===== src/rtl/sram_ctrl_pkg.sv =====
`default_nettype none
// ============================================================================
// Module : sram_ctrl_pkg
// Brief  : Shared types for the single-port SRAM controller.
// Rev    : 1.0 - initial release
// ============================================================================
package sram_ctrl_pkg;

    typedef enum logic [0:0] {
        INIT = 1'b0,
        RUN  = 1'b1
    } state_e;

    typedef enum logic [0:0] {
        PRIO_WR = 1'b0,
        PRIO_RD = 1'b1
    } prio_e;

    localparam int c_FIFO_DEPTH = 2;

    function automatic prio_e flip_prio(input prio_e p);
        return (p == PRIO_WR) ? PRIO_RD : PRIO_WR;
    endfunction

endpackage
`default_nettype wire


===== src/rtl/sram_rsp_fifo.sv =====
`default_nettype none
// ============================================================================
// Module : sram_rsp_fifo
// Brief  : 2-entry first-word-fall-through response FIFO, registered head.
// Rev    : 1.0 - initial release
// ============================================================================
module sram_rsp_fifo
    import sram_ctrl_pkg::*;
#(
    parameter int DATA_W = 2
) (
    input  logic              clock,
    input  logic              reset_n,
    input  logic              i_push,
    input  logic [DATA_W-1:0] i_data,
    input  logic              i_pop,
    output logic              o_valid,
    output logic [DATA_W-1:0] o_data,
    output logic [1:0]        o_count
);

    logic [DATA_W-1:0] r_mem [c_FIFO_DEPTH];
    logic              r_wptr;
    logic              r_rptr;
    logic [1:0]        r_count;

    always_ff @(posedge clock or negedge reset_n) begin
        if (!reset_n) begin
            r_mem   <= '{default: '0};
            r_wptr  <= 1'b0;
            r_rptr  <= 1'b0;
            r_count <= 2'd0;
        end else begin
            if (i_push) begin
                r_mem[r_wptr] <= i_data;
                r_wptr        <= ~r_wptr;
            end
            if (i_pop) begin
                r_rptr <= ~r_rptr;
            end
            case ({i_push, i_pop})
                2'b10:   r_count <= r_count + 2'd1;
                2'b01:   r_count <= r_count - 2'd1;
                default: r_count <= r_count;
            endcase
        end
    end

    assign o_valid = (r_count != 2'd0);
    assign o_data  = r_mem[r_rptr];
    assign o_count = r_count;

endmodule
`default_nettype wire


===== src/rtl/sram_sp_ctrl.sv =====
`default_nettype none
// ============================================================================
// Module : sram_sp_ctrl
// Brief  : Single-port SRAM controller: init sweep, round-robin R/W
//          arbitration and a backpressured read-response path.
// Rev    : 1.0 - initial release
// ============================================================================
module sram_sp_ctrl
    import sram_ctrl_pkg::*;
#(
    parameter int                DATA_W   = 2,
    parameter int                DEPTH    = 512,
    parameter int                ADDR_W   = 9,
    parameter int                INIT_EN  = 1,
    parameter logic [DATA_W-1:0] INIT_VAL = '0
) (
    input  logic              clock,
    input  logic              reset_n,
    output logic              init_busy,
    input  logic              wr_valid,
    output logic              wr_ready,
    input  logic [ADDR_W-1:0] wr_addr,
    input  logic [DATA_W-1:0] wr_data,
    input  logic              rd_valid,
    output logic              rd_ready,
    input  logic [ADDR_W-1:0] rd_addr,
    output logic              rsp_valid,
    input  logic              rsp_ready,
    output logic [DATA_W-1:0] rsp_data,
    output logic              sram_ceb,
    output logic              sram_web,
    output logic [ADDR_W-1:0] sram_a,
    output logic [DATA_W-1:0] sram_d,
    input  logic [DATA_W-1:0] sram_q
);

    localparam state_e            c_RST_STATE = (INIT_EN != 0) ? INIT : RUN;
    localparam logic [ADDR_W-1:0] c_LAST_ADDR = ADDR_W'(DEPTH - 1);

    state_e            r_state;
    state_e            w_state_nxt;
    prio_e             r_rr_prio;
    prio_e             w_prio_nxt;
    logic [ADDR_W-1:0] r_init_ptr;
    logic              r_s1_valid;
    logic              w_gnt_wr;
    logic              w_gnt_rd;
    logic              w_can_rd;
    logic              w_pop;
    logic [1:0]        w_fifo_count;

    always_ff @(posedge clock or negedge reset_n) begin
        if (!reset_n) begin
            r_state    <= c_RST_STATE;
            r_rr_prio  <= PRIO_WR;
            r_init_ptr <= '0;
            r_s1_valid <= 1'b0;
        end else begin
            r_state    <= w_state_nxt;
            r_rr_prio  <= w_prio_nxt;
            r_s1_valid <= w_gnt_rd;
            if (r_state == INIT) begin
                r_init_ptr <= r_init_ptr + ADDR_W'(1);
            end
        end
    end

    // A read may issue only if its data is guaranteed a FIFO slot on arrival.
    assign w_pop    = rsp_valid && rsp_ready;
    assign w_can_rd = ((2'(r_s1_valid) + w_fifo_count) < 2'd2) || w_pop;

    // Gating on reset_n keeps the macro idle while reset is held.
    always_comb begin
        w_state_nxt = r_state;
        w_prio_nxt  = r_rr_prio;
        w_gnt_wr    = 1'b0;
        w_gnt_rd    = 1'b0;
        sram_ceb    = 1'b1;
        sram_web    = 1'b1;
        sram_a      = '0;
        sram_d      = '0;
        if (reset_n) begin
            case (r_state)
                INIT: begin
                    sram_ceb = 1'b0;
                    sram_web = 1'b0;
                    sram_a   = r_init_ptr;
                    sram_d   = INIT_VAL;
                    if (r_init_ptr == c_LAST_ADDR) begin
                        w_state_nxt = RUN;
                    end
                end
                RUN: begin
                    if (wr_valid && rd_valid && w_can_rd) begin
                        w_gnt_wr   = (r_rr_prio == PRIO_WR);
                        w_gnt_rd   = (r_rr_prio == PRIO_RD);
                        w_prio_nxt = flip_prio(r_rr_prio);
                    end else if (wr_valid) begin
                        w_gnt_wr = 1'b1;
                    end else if (rd_valid && w_can_rd) begin
                        w_gnt_rd = 1'b1;
                    end
                    if (w_gnt_wr) begin
                        sram_ceb = 1'b0;
                        sram_web = 1'b0;
                        sram_a   = wr_addr;
                        sram_d   = wr_data;
                    end else if (w_gnt_rd) begin
                        sram_ceb = 1'b0;
                        sram_a   = rd_addr;
                    end
                end
                default: w_state_nxt = c_RST_STATE;
            endcase
        end
    end

    assign init_busy = (r_state == INIT);
    assign wr_ready  = w_gnt_wr;
    assign rd_ready  = w_gnt_rd;

    sram_rsp_fifo #(
        .DATA_W (DATA_W)
    ) u_rsp_fifo (
        .clock   (clock),
        .reset_n (reset_n),
        .i_push  (r_s1_valid),
        .i_data  (sram_q),
        .i_pop   (w_pop),
        .o_valid (rsp_valid),
        .o_data  (rsp_data),
        .o_count (w_fifo_count)
    );

endmodule
`default_nettype wire


===== config.mk =====
export PLATFORM = sky130hd
export DESIGN_NAME = sram_sp_ctrl
export DESIGN_NICKNAME = d
export VERILOG_FILES = /design/src/rtl/sram_ctrl_pkg.sv /design/src/rtl/sram_rsp_fifo.sv /design/src/rtl/sram_sp_ctrl.sv
export SDC_FILE = /design/constraint.sdc
export NUM_CORES = 1
export LEC_CHECK = 0
export CORE_UTILIZATION = 47
export CTS_BUF_LIST = sky130_fd_sc_hd__clkbuf_16
export CTS_CLUSTER_DIAMETER = 100
export DETAILED_ROUTE_END_ITERATION = 16
export PLACE_DENSITY = 0.84
export SLEW_MARGIN = 20
export SYNTH_ARGS = -nofsm -noshare
export SYNTH_HDL_FRONTEND = slang
export SYNTH_HIERARCHICAL = 1
export SYNTH_SLANG_ARGS = --single-unit

===== constraint.sdc =====
create_clock -name clock -period 3.3 [get_ports clock]
set_clock_uncertainty 0.1 [all_clocks]
set_input_delay 0.66 -clock clock [delete_from_list [all_inputs] [get_ports clock]]
set_output_delay 0.66 -clock clock [all_outputs]
set_load 0.02 [all_outputs]

==> flow_summary.json <==
{
  "dp.cells": 206,
  "clkPwrFrac_pct": 23.1,
  "leakagePower_uw": 0.000870,
  "final_cells": 210,
  "rsz0062_at_grt": "no",
  "cts_root_buf": "clkbuf_16",
  "cts_buffers": 3,
  "avgSynthCellArea_um2": 9.54,
  "cp.required_ns": 2.54,
  "grt_antenna_before_repair": 0,
  "drc_errors": 0,
  "critPathBufInv": 4,
  "gp_congestion": 0.801,
  "cts_hold_buf": 0,
  "combPwrFrac_pct": 42.3,
  "n_fill_cell": 184,
  "core_um2": 2480,
  "drt_iter0_markers": 35,
  "irDropWorstVdd_mv": 0.638,
  "grt_max_degree": 20,
  "setup_viol": 0,
  "cts_num_sinks": 20,
  "initial_core_util_pct": 49.7,
  "numPortBuffers": 45,
  "timing.final.crit_period_ns": 3.21,
  "swShare_pct": 34.1,
  "syn_nets": 159,
  "seqPwrFrac_pct": 34.6,
  "hold_viol_final": 0,
  "slew_violations": 0,
  "power.density_nw_per_um2": 576,
  "placed_cell_area_um2": 1730,
  "fmax_mhz": 311,
  "fp.dieH_um": 53.2,
  "grt-ovfl-total": 0,
  "ios": 46,
  "yosysSeqAreaShare_pct": 40.7,
  "crit_path_cell_trace": "clkdlybuf4s50_1 -> and2_4 -> buf_4 -> buf_4 -> o211ai_1 -> and2_1 -> clkdlybuf4s50_1",
  "rows": 18,
  "yosys-top-cells-area": "dfrtp_1 41%, o221ai_1 6.4%, xnor2_1 6.4%, a22oi_1 5.5%, nand2_1 5.5%",
  "area_growth_pct": 47.8,
  "fin_nets": 211,
  "final.period_utilization_pct": 97.3,
  "synthArstFlopShare_pct": 100,
  "first_global_vias": 1181,
  "detail_route.wl_per_cell_um": 15.3,
  "dpl.hpwl_mm": 2.48,
  "cts_tree": "done",
  "p_int_uw": 691,
  "yosys_most_used_dff": "dfrtp_1",
  "cp_max_fo": 5,
  "synth_edf_count": 0,
  "stdcell_area_um2": 1820,
  "synthCells": 129,
  "grt_pass1_wl_mm": 5.18,
  "cts_setup_buffers": 0,
  "ant_nets": 0,
  "yosysMostFrequentCell": "dfrtp_1",
  "cp-end-kind": "output port",
  "ctsHtreeMaxLevel": 1,
  "slew_headroom_pct": 72.5,
  "globalRouteTotalUtil_pct": 26.1,
  "ys_ff_latch": 20,
  "postLayoutCoreUtil_pct": 73.4,
  "switchingPower_uw": 358,
  "cts_buffer_depth": 2,
  "cp_slowest_cell": "clkdlybuf4s50_1",
  "synth_top_cell_by_area": "dfrtp_1",
  "hp-class": "reg -> reg",
  "synth_area_um2": 1230,
  "critPathArrivalTime_ns": 2.45,
  "fp.dieW_um": 53.2,
  "yosysUniqueCellTypes": 34,
  "clk_latency_ns": 0.25,
  "diodes": 0,
  "synth_common_cells": "20 x dfrtp_1, 18 x nand2_1, 14 x inv_1",
  "routed_via_density": 5.46,
  "yosys_warnings": 6,
  "synth_top_area_share_pct": 40.7,
  "via_count": 1146,
  "drtPass1Iterations": 4,
  "drive_gt1_share_pct": 10.6,
  "fin_setup_tns_ns": 0,
  "dieArea_um2": 2830,
  "tightest_slew_ns": 0.411,
  "timing_worst_setup_path_type": "in -> out",
  "path_clk_slew_ns": 0.05,
  "wirelength_mm": 3.20,
  "outcome": "completed",
  "max_cap_violations": 0,
  "max_stage_delay_ns": 0.59,
  "startpoint_type": "input port",
  "critical_path.top_delay_family": "buffers and inverters"
}
worst register-to-register path: stages (launching register included):
cell and delay, ns:
dfrtp_1 0.42, or2_1 0.26, and2_4 0.16, buf_4 0.14, buf_4 0.15, ha_1 0.31
nor2_1 0.15, xor2_1 0.18
cells by family after synthesis:
logic type / synth area share (%)
AO/OA/AOI/OAI: 16.3
XOR/XNOR: 9.96
adder cells (fa/ha/maj): 3.05
buffers and inverters: 7.62
flip-flops: 40.7
multiplexers: 7.32
AND/OR/NAND/NOR: 15.1
registers in the layout, indices dropped and copies added (netlist names):
register,cells
r_s1_valid,1
r_init_ptr,9
u_rsp_fifo/r_wptr,1
u_rsp_fifo/o_count,2
r_rr_prio,1
r_state,1
u_rsp_fifo/r_mem,4
u_rsp_fifo/r_rptr,1
final timing paths:
kind	from	to	slack (ns)	cells after the start
setup / recovery	rsp_ready	wr_ready	0.09	7
max in group asynchronous	reset_n	r_rr_prio	2.19	2
hold / removal	u_rsp_fifo/r_mem[2]	u_rsp_fifo/r_mem[2]	0.38	1
hold reg to reg	u_rsp_fifo/r_mem[2]	u_rsp_fifo/r_mem[2]	0.38	1
min in group asynchronous	reset_n	r_s1_valid	0.66	2
setup reg to reg	u_rsp_fifo/o_count[0]	u_rsp_fifo/o_count[1]	1.36	7
metrics by stage:
step / setup WS [ns] / hold WS (ns) / power (uW)
2_1_floorplan: 0.471 / 0.264 / 625
3_3_place_gp: -0.216 / 0.366 / 800
3_5_place_dp: -0.319 / 0.376 / 817
4_1_cts: 0.0158 / 0.387 / 1050
5_1_grt: 0.00759 / 0.411 / 1110
6_report: 0.0887 / 0.384 / 1050
layout by cell type (no fill, tap or decap), types with 2 or more instances in the layout:
| cell | instances |
|---|---|
| ha_1 | 3 |
| inv_1 | 14 |
| dfrtp_1 | 20 |
| a22oi_1 | 9 |
| and3_1 | 3 |
| o211ai_1 | 2 |
| nand2_1 | 18 |
| xnor2_1 | 9 |
| mux2_2 | 2 |
| dlygate4sd2_1 | 9 |
| and2_1 | 2 |
| mux2_1 | 6 |
| o221ai_1 | 9 |
| dlymetal6s2s_1 | 4 |
| clkbuf_16 | 3 |
| nor2_1 | 4 |
| buf_4 | 7 |
| clkdlybuf4s50_1 | 32 |
| xor2_1 | 5 |
| nand4_1 | 2 |
| nand3_1 | 2 |
repair_timing:
item / CTS / global route
resized for setup: 10 / 5
hold endpoints to repair: 0 / 0
endpoints found under the setup margin: 9 / 3
final cells by class:
| type | count | area [um2] | area share, % |
|---|---|---|---|
| Tap cell | 30 | 37.5 | 2.06 |
| Timing Repair Buffer | 52 | 502 | 27.6 |
| Clock buffer | 3 | 75.1 | 4.13 |
| Multi-Input combinational cell | 89 | 644 | 35.4 |
| Sequential cell | 20 | 500 | 27.5 |
| Clock inverter | 1 | 3.75 | 0.206 |
| Inverter | 15 | 56.3 | 3.09 |
routing by layer:
metal  global-route usage (%)  wire length [um]  vias up  share of wire, %
met5                        0                 0        -                 0
met4                     13.6                91        0               2.8
met3                     3.16               111       12               3.5
met2                     46.6              1660       32                52
met1                     30.0              1340      548                42
li1                         -                 -      554                 -
power groups by stage:
stage / registers, uW / logic (uW) / clock network, uW
after floorplan: 350 / 274 / 0
after global placement: 358 / 442 / 0
after detailed placement: 364 / 454 / 0
after CTS: 362 / 442 / 247
after global routing: 372 / 479 / 257
final: 362 / 444 / 243
(Power assumes the default switching activity.)
